**config.mk**
```make
export PLATFORM = sky130hd
export DESIGN_NAME = mips_hazard_ctrl
export DESIGN_NICKNAME = d
export VERILOG_FILES = /design/src/rtl/mips_hazard_ctrl.sv
export SDC_FILE = /design/constraint.sdc
export NUM_CORES = 1
export LEC_CHECK = 0
export ABC_CLOCK_PERIOD_IN_PS = 1990
export CAP_MARGIN = 10
export CORE_ASPECT_RATIO = 0.9
export CORE_MARGIN = 4
export CORE_UTILIZATION = 35
export CTS_CLUSTER_DIAMETER = 30
export DETAILED_ROUTE_END_ITERATION = 12
export SKIP_LAST_GASP = 1
export SLEW_MARGIN = 20
export SYNTH_ARGS = -nofsm -noshare
export SYNTH_HDL_FRONTEND = slang
export SYNTH_SLANG_ARGS = --single-unit
```
**constraint.sdc**
```tcl
create_clock -name clk -period 1.99 [get_ports clk]
set_input_delay 0.199 -clock clk [delete_from_list [all_inputs] [get_ports clk]]
set_output_delay 0.199 -clock clk [all_outputs]
set_load 0.05 [all_outputs]
```
**src/rtl/mips_hazard_ctrl.sv**
```systemverilog
// Hazard controller: derives pipeline stall/flush from ID operands, an EX/MEM
// shadow tracker and the mult/div busy timer; keeps saturating statistics.
module mips_hazard_ctrl #(
    parameter int MULDIV_LAT = 4,
    parameter int CNT_W      = 16
) (
    input  logic             clk,
    input  logic             reset,
    input  logic             id_valid,
    input  logic [4:0]       id_rs,
    input  logic [4:0]       id_rt,
    input  logic             id_uses_rs,
    input  logic             id_uses_rt,
    input  logic [4:0]       id_dest,
    input  logic             id_reg_write,
    input  logic             id_mem_read,
    input  logic             id_is_muldiv,
    input  logic             id_reads_hilo,
    input  logic             ex_branch_taken,
    input  logic             mem_wait,
    output logic             stall,
    output logic             flush,
    output logic [1:0]       hazard_state,
    output logic             muldiv_busy,
    output logic [CNT_W-1:0] stall_cycles,
    output logic [CNT_W-1:0] flush_events
);

    typedef struct packed {
        logic       valid;
        logic [4:0] dest;
        logic       reg_write;
        logic       mem_read;
    } trk_t;

    typedef enum logic [1:0] {
        RUN         = 2'd0,
        LOAD_STALL  = 2'd1,
        MULDIV_WAIT = 2'd2,
        FLUSH       = 2'd3
    } hz_t;

    localparam logic [CNT_W-1:0] CNT_ONE = {{(CNT_W-1){1'b0}}, 1'b1};

    trk_t       ex_q, mem_q;
    logic [3:0] busy_q;
    logic       load_use, muldiv_haz, issue;
    hz_t        hz;

    assign muldiv_busy = (busy_q != 4'd0);

    // Only EX loads matter: a load already in MEM is covered by MEM/WB forwarding.
    always_comb begin
        load_use = id_valid & ex_q.valid & ex_q.mem_read & ex_q.reg_write &
                   (ex_q.dest != 5'd0) &
                   ((id_uses_rs & (id_rs == ex_q.dest)) |
                    (id_uses_rt & (id_rt == ex_q.dest)));
        muldiv_haz = id_valid & muldiv_busy & (id_is_muldiv | id_reads_hilo);
    end

    // While reset is held the hazard outputs are forced quiet; only mem_wait passes.
    always_comb begin
        flush = ex_branch_taken & ~mem_wait & ~reset;
        stall = mem_wait | (~flush & ~reset & (load_use | muldiv_haz));
        issue = id_valid & ~stall & ~flush;
        hz    = RUN;
        if (reset)           hz = RUN;
        else if (flush)      hz = FLUSH;
        else if (load_use)   hz = LOAD_STALL;
        else if (muldiv_haz) hz = MULDIV_WAIT;
    end

    assign hazard_state = hz;

    always_ff @(posedge clk or posedge reset) begin
        if (reset) begin
            ex_q  <= '0;
            mem_q <= '0;
        end else if (!mem_wait) begin
            mem_q <= ex_q;
            ex_q  <= '{valid: issue, dest: id_dest,
                       reg_write: id_reg_write, mem_read: id_mem_read};
        end
    end

    // The mult/div unit runs on its own, so the timer keeps counting through mem_wait.
    always_ff @(posedge clk or posedge reset) begin
        if (reset)
            busy_q <= 4'd0;
        else if (issue && id_is_muldiv)
            busy_q <= 4'(MULDIV_LAT);
        else if (busy_q != 4'd0)
            busy_q <= busy_q - 4'd1;
    end

    always_ff @(posedge clk or posedge reset) begin
        if (reset) begin
            stall_cycles <= '0;
            flush_events <= '0;
        end else begin
            if (stall && stall_cycles != '1) stall_cycles <= stall_cycles + CNT_ONE;
            if (flush && flush_events != '1) flush_events <= flush_events + CNT_ONE;
        end
    end

endmodule

```
======== Yosys cells after proc, flatten, opt, wreduce, memory -nomap -nowiden ========
Index checks and enable logic that the tools add are counted.
word-level totals
  flip-flop bits (word level) ............. 44
  bits of input ports ..................... 26
cells by class
  add/sub/neg operators ................... 3
  eq/ne operators ......................... 4
  muxes and demuxes ....................... 6
  bitwise gates (word level) .............. 23
  reductions and logical operators ........ 6
operators with widths
  cell                                               count
  adder 16 x 1 -> 16 bit (second input constant)     2
  != test 16 bit (second input constant)             2
  AND 1 bit                                          15
  equality test 5 bit                                2
  two-way mux 2 bit                                  4
  two-way mux 4 bit                                  2
  nonzero test 5 bit                                 1
  inverter 1 bit                                     4
  bitwise OR 1 bit                                   4
  nonzero test 4 bit                                 1
  subtractor 4 x 1 -> 4 bit (second input constant)  1
  logical AND 1 bit                                  3
  nonzero test 2 bit                                 1

======== Longest topological paths before layout ========
Gate-level depths: netlist of the first run.
  word-level depth ........................ 13
  gate-level depth with buffers ........... 11
  mapped depth without buffers ............ 9

======== Worst setup path after synthesis of the first run ========
Ideal clock, no wire load.
  path type ............................... register -> output
  from .................................... reg ex_q[3] in the netlist's numbering
  to ...................................... out hazard_state[0]
  arrival time ............................ 2.036 ns
  data required time ...................... 1.791 ns
  setup slack ............................. -0.245 ns
  stages on the path, launching flop included .. 6
  path buffers ............................ 0
  path through ............................ dfrtp_1 xnor2_1 nand4_1 o22ai_1 nand2_1 o21ai_0
on the way
  longest elaborated chain between the ends .. 7
  elaborated cells between the ends (all ways) .. 11
  classes of those cells .................. eq/ne: 2; mux: 3; bitwise: 5; reduce/logical: 1
ends and longest elaborated chain
  what                                           RTL line  RTL
  start: declaration                             45        trk_t ex_q, mem_q;
  start signal: assignment                       81        ex_q <= '{valid: issue, dest: id_dest,
  equality test 5 bit, on equally long branches  56, 57
  AND 1 bit, on equally long branches            56, 57
  bitwise OR 1 bit                               56        ((id_uses_rs & (id_rs == ex_q.dest)) |
  AND 1 bit (*)                                  55        (ex_q.dest != 5'd0) &
  two-way mux 2 bit (*)                          69        else if (load_use) hz = LOAD_STALL;
  two-way mux 2 bit (*)                          68        else if (flush) hz = FLUSH;
  two-way mux 2 bit (*)                          67        if (reset) hz = RUN;
  end: declaration                               23        output logic [1:0] hazard_state,
Mark *: on every way between the ends. The rest lies on a longest branch, timed or not.

======== Worst setup path after layout of the first run ========
  from .................................... reg busy_q[0]
  to ...................................... out stall
on the way
  longest elaborated chain between the ends .. 6
ends and longest elaborated chain
  what                      RTL line  RTL
  start: declaration        46        logic [3:0] busy_q;
  start signal: assignment  91        busy_q <= 4'(MULDIV_LAT);
  start signal: assignment  93        busy_q <= busy_q - 4'd1;
  nonzero test 4 bit        50        assign muldiv_busy = (busy_q != 4'd0);
  AND 1 bit (2 in series)   58        muldiv_haz = id_valid & muldiv_busy & (id_is_muldiv | id_reads_hilo);
  bitwise OR 1 bit          64        stall = mem_wait | (~flush & ~reset & (load_use | muldiv_haz));
  AND 1 bit                 64
  bitwise OR 1 bit          64
  end: declaration          21        output logic stall,
Every way passes these cells.

==> results of run 1 <==
[where the power goes]
| part | internal, mW | switching, mW |
|---|---|---|
| Clock | 0.372 | 0.304 |
| Combinational | 0.669 | 0.837 |
| Sequential | 1.08 | 0.204 |
[Yosys cell counts, drive strengths merged]
master,instances,share of area (%)
and2,2,0.68
ha,3,1.7
a211oi,2,0.68
nand4,14,4.0
nor4b,1,0.68
nor4,1,0.57
o31ai,1,0.34
o22ai,1,0.29
o211ai,1,0.57
nand2b,2,0.91
dfrtp,44,50
xor2,9,3.6
a21boi,1,0.34
nand3,11,2.5
inv,4,0.68
nand2,19,3.4
or2,3,0.86
xnor2,32,13
and4,4,1.6
or3,1,0.29
and3,6,1.7
buf,4,1.1
mux2i,1,0.46
mux2,9,4.6
a21oi,3,1.2
nor3,4,0.91
o21ai,2,0.46
or3b,1,0.40
nor2,13,2.5
[logic make-up (layout without fill, tap and decap cells)]
logic type | Yosys count | count (layout) | share of synthesized area, %
flops | 44 | 44 | 50.2
mux | 10 | 10 | 5.08
fa+ha+maj | 3 | 3 | 1.71
simple gates | 82 | 82 | 20.9
xor+xnor | 41 | 41 | 16.4
compound gates | 11 | 11 | 3.88
buf+inv | 8 | 103 | 1.83
[through the flow]
| step | std cells | instance area (um^2) |
|---|---|---|
| global route | 381 | 3360 |
| detailed placement | 371 | 3190 |
| finish | 381 | 3360 |
| global placement | 371 | 3190 |
| CTS | 381 | 3330 |
| floorplan | 199 | 2230 |
[flip-flops by register name (all words and copies together), names as in the netlist]
name	cells
busy_q	4
ex_q	8
flush_events	16
stall_cycles	16
[worst min-delay path by stage]
stage	to	cells past startpoint	slack, ns	start
floorplan	ex_q[0]	1	0.35	id_mem_read
global placement	stall_cycles[10]	1	0.48	stall_cycles[10]
detailed placement	flush_events[0]	1	0.49	flush_events[0]
CTS	flush_events[15]	3	0.34	reset
global route	flush_events[14]	3	0.39	reset
finish	flush_events[15]	3	0.35	reset
[final cells by class]
type	count	area, um^2
multi-input cells	147	1110
flip-flops and latches	44	1110
clock buffers	5	68.8
clock inverters	3	42.5
well taps	87	109
inverters	4	15.0
repair buffers	91	905
fillers	579	2760
[layer usage]
layer	track usage, %	vias up
li1	-	882
met1	16.4	829
met2	21.2	57
met3	4.26	5
met4	3.01	0
met5	0	-
[critical path, stage by stage, from the launching register on]
cell and delay, ns:
dfrtp_1 0.39, inv_1 0.06, ha_2 0.16, or3b_4 0.40, o211ai_4 0.11, a21boi_2 0.09
or2_4 0.24, buf_12 0.15
[what timing repair did]
item | CTS | global route
pin swaps | 3 | 5
cloned | 0 | 0
buffers inserted | 2 | 0
gates resized for setup | 6 | 7
setup endpoints to repair | 3 | 21
==> run summary, run 1 <==
PnR Total Power - 3.47 mW
Launching point of the worst reg2reg path - busy_q[0]
Clk_skew - 0.00662 ns
Met1 Wirelength - 2230 um
H-tree depth - 2
Worst hold slack - 0.353 ns
Reg2reg path depth - 9
Clock slew at reported path FFs - 0.09 ns
Max Buffers Root-to-Sink - 2
Min-delay worst type - in2async
WL per Instance - 12.8 um
CTS root buf - clkbuf_8
GRT Residual Overflow - 0
Final period util - 105%
TritonCTS Buffers - 5
Yosys reg bits - 44
# nets final - 322
Final setup margin - -0.0932 ns
Failing checks - setup timing
# rows - 27
CP endpoint - stall
Final setup viols - 4
Syn Inst Count - 199
Met3 Wirelength - 347 um
Core footprint - 6110 um^2
Port Buf Inserts - 62
Place WS - -0.103 ns
Library cells used by synthesis - 39
Rel. slew slack - 65.6%
Final core area utilization - 54.9%
Most frequent cells in the layout - 57 x clkdlybuf4s50_1, 39 x dfrtp_1, 32 x xnor2_1
ANT cells - 0
Die area - 7600 um^2
Worst Setup Path Type - reg2out
Commonest non-fill, non-tap cell in the layout - clkdlybuf4s50_1
DR WL met2 - 2270 um
Max-slew violation count - 0
CTS tree - yes
Peak supply drop - 1260 uV
Drt drc - 0
Layout area overhead - 53.2%
All-Layer GR Usage - 12.9%
Initial antenna violation count - 0
Skew-Pair Late Insertion Delay - 0.29 ns
Crit. Startpoint - busy_q[0]
Post-CTS Hold Fix Bufs - 0
Max Cap Viol - 0
Clock sink count - 44
RSZ-0062 raised after global routing - true
Final GP Congestion - 0.752
Vias post-DR - 1773
Net count after synthesis - 228
WP data required - 1.79 ns
Status - finished, violations left
Share of cells above drive strength 1 - 25.9%
ANT nets after route - 0
Die height - 83.1 um
1st-iter DRT viols - 32
Router iterations before antenna repair - 4
Die W - 91.4 um
Vias in the first global route - 1791
Final TNS setup - -0.304 ns
Power per cell area - 1030 nW/um^2
Cell Area, Synth - 2190 um^2
Largest net degree at the start of global routing - 20
Initial core utilization - 35.9%
Reg-to-reg slack, setup - -0.06 ns
Top routing layer used - met4
Critical path startpoint category - register
Final HPWL DP - 3750 um
Syn avg cell area - 11.0 um^2
Final Critical Period - 2.08 ns
CP Max Fanout - 3
Synth warn - 0
Vias per cell - 4.65
Register area share after synthesis - 50.2%
I/O Pins - 63
WP data arrival - 1.88 ns
Slew @ Worst Pin - 0.514 ns
First-pass GRT wire length - 8130 um
Worst setup EP type - output pin
Leakage - 1.41 nW
Fmax - 480 MHz
Routed WL - 4880 um
Fin. Hold Viols - 0
Critical R2R Capture - busy_q[3]
Note: power is estimated with default switching activity, not from simulation.
==> inputs of run 2 (changes only) <==
--- a/config.mk
+++ b/config.mk
@@ -7,7 +7,7 @@
 export LEC_CHECK = 0
 export ABC_CLOCK_PERIOD_IN_PS = 1990
 export CAP_MARGIN = 10
-export CORE_ASPECT_RATIO = 0.9
+export CORE_ASPECT_RATIO = 0.75
 export CORE_MARGIN = 4
 export CORE_UTILIZATION = 35
 export CTS_CLUSTER_DIAMETER = 30
==> run summary, run 2 (same netlist as run 1, synthesis figures left out) <==
TritonCTS Buffers - 5 (unchanged)
Worst setup EP type - output pin
Commonest non-fill, non-tap cell in the layout - clkdlybuf4s50_1
Vias post-DR - 1736 (-2.1%)
Skew-Pair Late Insertion Delay - 0.29 ns (about the same)
Peak supply drop - 562 uV (-56%)
Power per cell area - 1030 nW/um^2 (-0.10%)
Reg-to-reg slack, setup - 0.02 ns (+0.08 ns)
CP peak stage delay - 0.42 ns (+0.02 ns)
Die height - 76.6 um (-7.9%)
Routed WL - 4940 um (+1.3%)
Fmax - 462 MHz (-3.7%)
Largest net degree at the start of global routing - 45 (+130%)
GRT Residual Overflow - 0 (unchanged)
RSZ-0062 raised after global routing - true
Port Buf Inserts - 62 (unchanged)
Vias in the first global route - 1725 (-3.7%)
Die W - 99.4 um (+8.7%)
CTS tree - yes
Initial core utilization - 36.9% (+1.0 points)
Die area - 7610 um^2 (+0.15%)
Final setup viols - 3 (-1)
Drt drc - 0 (unchanged)
Critical R2R Capture - busy_q[1]
Critical-path cell list - inv_2 > ha_4 > or3b_4 > o211ai_2 > buf_4 > a21boi_2 > or2_4 > buf_12
Final GP Congestion - 0.777 (+3.4%)
WL per Instance - 13.4 um (+4.6%)
H-tree depth - 2 (unchanged)
Max Buffers Root-to-Sink - 2 (unchanged)
Worst Setup Path Type - reg2out
CP Buf/Inv Count - 3 (+1)
1st-iter DRT viols - 78 (+140%)
Worst hold slack - 0.422 ns (+0.0692 ns)
Final period util - 109% (+4.0 points)
All-Layer GR Usage - 13.5% (+0.54 points)
ANT nets after route - 0 (unchanged)
Leakage - 1.40 nW (-1.1%)
Cells after DPL - 358 (-3.5%)
Initial antenna violation count - 0 (unchanged)
Router iterations before antenna repair - 4 (unchanged)
Max-slew violation count - 0 (unchanged)
I/O Pins - 63 (unchanged)
# rows - 24 (-11%)
Final Critical Period - 2.16 ns (+0.0796 ns)
Most frequent cells in the layout - 57 x clkdlybuf4s50_1, 39 x dfrtp_1, 31 x xnor2_1
PnR Total Power - 3.42 mW (-1.5%)
Largest regs - flush_events x16, stall_cycles x16, ex_q x8
Min-delay worst type - in2async
Vias per cell - 4.70 (+1.1%)
Final HPWL DP - 3850 um (+2.7%)
Core footprint - 5950 um^2 (-2.8%)
Rel. slew slack - 64.7% (-0.95 points)
Reg2reg path depth - 8 (-1)
Clock sink count - 44 (unchanged)
Launching point of the worst reg2reg path - busy_q[1]
WP data arrival - 1.96 ns (+0.08 ns)
Failing checks - setup timing
Final setup margin - -0.173 ns (-0.0796 ns)
Post-route insts no fill - 369 (-3.1%)
Critical path startpoint category - register
Slowest CP cell - dfrtp_1
Clock slew at reported path FFs - 0.08 ns (about the same)
Fin. Hold Viols - 0 (unchanged)
Clk_skew - 0.00820 ns (+0.00157 ns)
WP data required - 1.79 ns (about the same)
Max Cap Viol - 0 (unchanged)
Worst path top cell family by delay - simple AND/OR/NAND/NOR gates
First-pass GRT wire length - 8280 um (+1.9%)
Slew @ Worst Pin - 0.528 ns (+0.0142 ns)
Layout area overhead - 51.0%
Place WS - -0.0719 ns (+0.0314 ns)
Share of cells above drive strength 1 - 25.1% (-0.76 points)
CTS root buf - clkbuf_8
Status - finished, violations left
# nets final - 319 (-0.93%)
ANT cells - 0 (unchanged)
CP Max Fanout - 3 (unchanged)
run 2: cell types whose count changed in the layout (fill, tap and decap cells not counted), sizes merged:
cell / delta
bufinv: -1
clkinvlp: -1
clkbuf: +3
buf: -3
clkinv: -1
run 2: stage by stage:
stage / TNS [ns] / utilization [%] / cell area [um^2]
floorplan: 0 / - / 2230
global placement: -0.106 / 52.7 / 3130
detailed placement: -0.345 / 52.7 / 3130
CTS: -0.291 / 55.2 / 3280
global route: -1.04 / 55.7 / 3310
finish: -0.230 / 55.7 / 3310
run 2: tightest hold or removal path, stage by stage:
cell             delay (ns)
clkdlybuf4s50_1        0.41
buf_4                  0.17
clkinv_1               0.07
buf_12                 0.24
run 2: timing repair:
action | in CTS | in global routing
pin swaps | 1 | 4
resized for setup | 9 | 5
hold endpoints to repair | 0 | 0
hold buffers | 0 | 0
endpoints found under the setup margin | 9 | 21
buffers inserted | 2 | 1
run 2: how the worst max path moves through the flow:
stage / start / slack [ns] / cells after the start / end
2_1_floorplan: busy_q[0] / 0.02 / 11 / stall_cycles[8]
6_report: busy_q[1] / -0.17 / 8 / stall
5_1_grt: busy_q[1] / -0.27 / 8 / stall
3_5_place_dp: id_rs[2] / -0.07 / 7 / stall_cycles[1]
4_1_cts: busy_q[1] / -0.21 / 8 / stall
3_3_place_gp: reset / -0.04 / 8 / flush_events[13]
run 2: area by class of cell:
cell class                 instances  area [um^2]
tap                               78         97.6
multi-input combinational        147         1130
inverter                           4         15.0
timing repair buffer              88          866
fill                             542         2630
sequential                        44         1110
clock buffer                       8          100
run 2: metal layers:
metal	wire length (um)	track usage, %
met5	0	0
met4	19	2.46
met3	228	3.48
met2	2190	20.3
met1	2500	19.6
run 2: report_power, final:
group          leakage [nW]  switching, mW  internal, mW
combinational         0.780          0.868         0.683
sequential            0.565          0.185          1.08
clock                0.0515          0.280         0.317
total                  1.40           1.33          2.08
==> inputs of run 3 (changes only) <==
--- a/config.mk
+++ b/config.mk
@@ -5,14 +5,14 @@
 export SDC_FILE = /design/constraint.sdc
 export NUM_CORES = 1
 export LEC_CHECK = 0
-export ABC_CLOCK_PERIOD_IN_PS = 1990
+export ABC_CLOCK_PERIOD_IN_PS = 2200
 export CAP_MARGIN = 10
 export CORE_ASPECT_RATIO = 0.75
 export CORE_MARGIN = 4
 export CORE_UTILIZATION = 35
 export CTS_CLUSTER_DIAMETER = 30
 export DETAILED_ROUTE_END_ITERATION = 12
-export SKIP_LAST_GASP = 1
+export PLACE_DENSITY_LB_ADDON = 0.12
 export SLEW_MARGIN = 20
 export SYNTH_ARGS = -nofsm -noshare
 export SYNTH_HDL_FRONTEND = slang
==> constraint.sdc (replaced) <==
create_clock -name clk -period 2.2 [get_ports clk]
set_input_delay 0.22 -clock clk [delete_from_list [all_inputs] [get_ports clk]]
set_output_delay 0.22 -clock clk [all_outputs]
set_load 0.05 [all_outputs]
==> run summary, run 3 (same netlist as run 1, synthesis figures left out) <==
Critical R2R Capture - stall_cycles[1]
Rel. slew slack - 52.2% (-12 points)
P_sw - 1.19 mW (-10%)
Drt drc - 0 (unchanged)
WP data required - 1.98 ns (+0.19 ns)
Power per cell area - 955 nW/um^2 (-7.4%)
GRT Residual Overflow - 0 (unchanged)
Reg-to-reg slack, setup - 0.12 ns (+0.10 ns)
CP Max Fanout - 4 (+1)
Share of cells above drive strength 1 - 18.0% (-7.1 points)
Largest regs - flush_events x16, stall_cycles x16, ex_q x8
Switching part of the total - 39.2% (+0.23 points)
Reg2reg path depth - 9 (+1)
Largest net degree at the start of global routing - 23 (-49%)
I/O Pins - 63 (unchanged)
CTS root buf - clkbuf_8
Critical path startpoint category - register
Initial antenna violation count - 0 (unchanged)
Min-delay worst type - in2async
CP Buf/Inv Count - 2 (-1)
Max Cap Viol - 0 (unchanged)
Initial core utilization - 36.9% (unchanged)
Launching point of the worst reg2reg path - busy_q[1]
Clock sink count - 44 (unchanged)
Slew @ Worst Pin - 0.712 ns (+0.184 ns)
Die area - 7610 um^2 (unchanged)
Die W - 99.4 um (unchanged)
Most frequent cells in the layout - 57 x clkdlybuf4s50_1, 43 x dfrtp_1, 32 x xnor2_1
WP data arrival - 1.89 ns (-0.07 ns)
CTS tree - yes
TritonCTS Buffers - 5 (unchanged)
Grt met1 use - 21.1% (+1.5 points)
# rows - 24 (unchanged)
Post-route insts no fill - 356 (-3.5%)
Busiest layer in global routing - met1
Fin. Hold Viols - 0 (unchanged)
Final HPWL DP - 3850 um (about the same)
# nets final - 306 (-4.1%)
Final GP Congestion - 0.754 (-3.0%)
Critical-path cell list - inv_2 > ha_4 > or3b_4 > o211ai_4 > a21boi_2 > or2_4 > buf_12
Place WS - 0.0760 ns (+0.148 ns)
Logic pwr share - 41.7% (-3.7 points)
Final Critical Period - 2.11 ns
Design Area, Final - 3190 um^2 (-3.8%)
WL per Instance - 14.1 um (+5.5%)
ANT cells - 0 (unchanged)
Cells after DPL - 344 (-3.9%)
Final setup viols - 0 (-3)
Clock slew at reported path FFs - 0.08 ns (about the same)
Die height - 76.6 um (unchanged)
Final setup margin - 0.0881 ns (+0.261 ns)
M3 GR Usage - 3.84% (+0.37 points)
Multi-input logic area - 1100 um^2 (-2.7%)
Power share of the clock group - 19.9% (+2.4 points)
Status - finished, final reports clean
Vias per cell - 4.72 (+0.37%)
Final TNS setup - 0 ns (+0.230 ns)
Worst setup EP type - output pin
Max-slew violation count - 0 (unchanged)
Sequential Area - 1100 um^2 (-0.45%)
PnR Total Power - 3.04 mW (-11%)
H-tree depth - 2 (unchanged)
Vias post-DR - 1681 (-3.2%)
Core footprint - 5950 um^2 (unchanged)
Grt met2 use - 19.4% (-0.87 points)
Layout area overhead - 45.3%
Final period util - 96.0%
Seq pwr share - 38.4% (+1.3 points)
Peak supply drop - 741 uV (+32%)
Placed Instance Area - 3010 um^2 (-4.0%)
Worst Setup Path Type - reg2out
Routed WL - 5030 um (+1.7%)
Port Buf Inserts - 62 (unchanged)
First-pass GRT wire length - 8560 um (+3.4%)
1st-iter DRT viols - 52 (-33%)
Fillers - 539 (-0.55%)
Max Buffers Root-to-Sink - 2 (unchanged)
ANT nets after route - 0 (unchanged)
Vias in the first global route - 1736 (+0.64%)
Leakage - 1.34 nW (-4.2%)
CP peak stage delay - 0.41 ns (about the same)
Commonest non-fill, non-tap cell in the layout - clkdlybuf4s50_1
Post-CTS Hold Fix Bufs - 0 (unchanged)
Skew-Pair Late Insertion Delay - 0.29 ns (about the same)
All-Layer GR Usage - 14.0% (+0.52 points)
Router iterations before antenna repair - 4 (unchanged)
Fmax - 474 MHz
Worst path top cell family by delay - simple AND/OR/NAND/NOR gates
Clk_skew - 0.00807 ns (-0.000125 ns)
Int Pwr - 1.85 mW (-11%)
Slowest CP cell - dfrtp_1
## run 3: cell types whose count changed in the layout (fill, tap and decap cells not counted), sizes merged
cell	previous run	this run
bufinv	0	1
buf	31	18
clkinv	1	2
clkbuf	8	6
## run 3: how the worst max path moves through the flow
stage / endpoint / cells past startpoint / slack (ns) / startpoint
after floorplan: stall_cycles[8] / 9 / 0.01 / stall_cycles[1]
after global placement: stall / 8 / 0.08 / id_rs[2]
after detailed placement: stall / 8 / 0.08 / id_rs[2]
after CTS: stall / 7 / 0.003 / busy_q[1]
after global routing: hazard_state[1] / 9 / -0.005 / busy_q[1]
final: stall / 7 / 0.09 / busy_q[1]
## run 3: routing by layer
metal | vias up | part of all wire (%)
li1 | 847 | -
met1 | 798 | 53
met2 | 29 | 42
met3 | 7 | 4.2
met4 | 0 | 1.1
met5 | - | 0
## run 3: worst min-delay path: cells and delay by family
family | cells | cell delay (ns)
buffers and inverters | 3 | 0.94
## run 3: through the flow
step	utilization, %	hold WS (ns)
global placement	50.5	0.477
finish	53.6	0.418
CTS	53.2	0.427
global route	53.6	0.456
floorplan	-	0.371
detailed placement	50.5	0.487
## run 3: repair_timing
item / CTS / global route
pin swaps: 1 / 2
resized for setup: 7 / 3
buffers inserted: 3 / 1
setup endpoints to repair: 1 / 4
## run 3: power by group through the flow
stage | logic, mW | clock network (mW) | registers (mW)
2_1_floorplan | 0.410 | 0 | 1.53
3_3_place_gp | 1.20 | 0 | 1.18
3_5_place_dp | 1.21 | 0 | 1.18
4_1_cts | 1.28 | 0.627 | 1.17
5_1_grt | 1.36 | 0.670 | 1.21
6_report | 1.27 | 0.606 | 1.17
## run 3: final cells by class
cell class | instances | area share, %
Timing Repair Buffer | 75 | 24.1
Sequential cell | 44 | 34.6
Clock inverter | 2 | 1.10
Clock buffer | 6 | 2.28
Multi-Input combinational cell | 147 | 34.4
Tap cell | 78 | 3.06
Inverter | 4 | 0.471
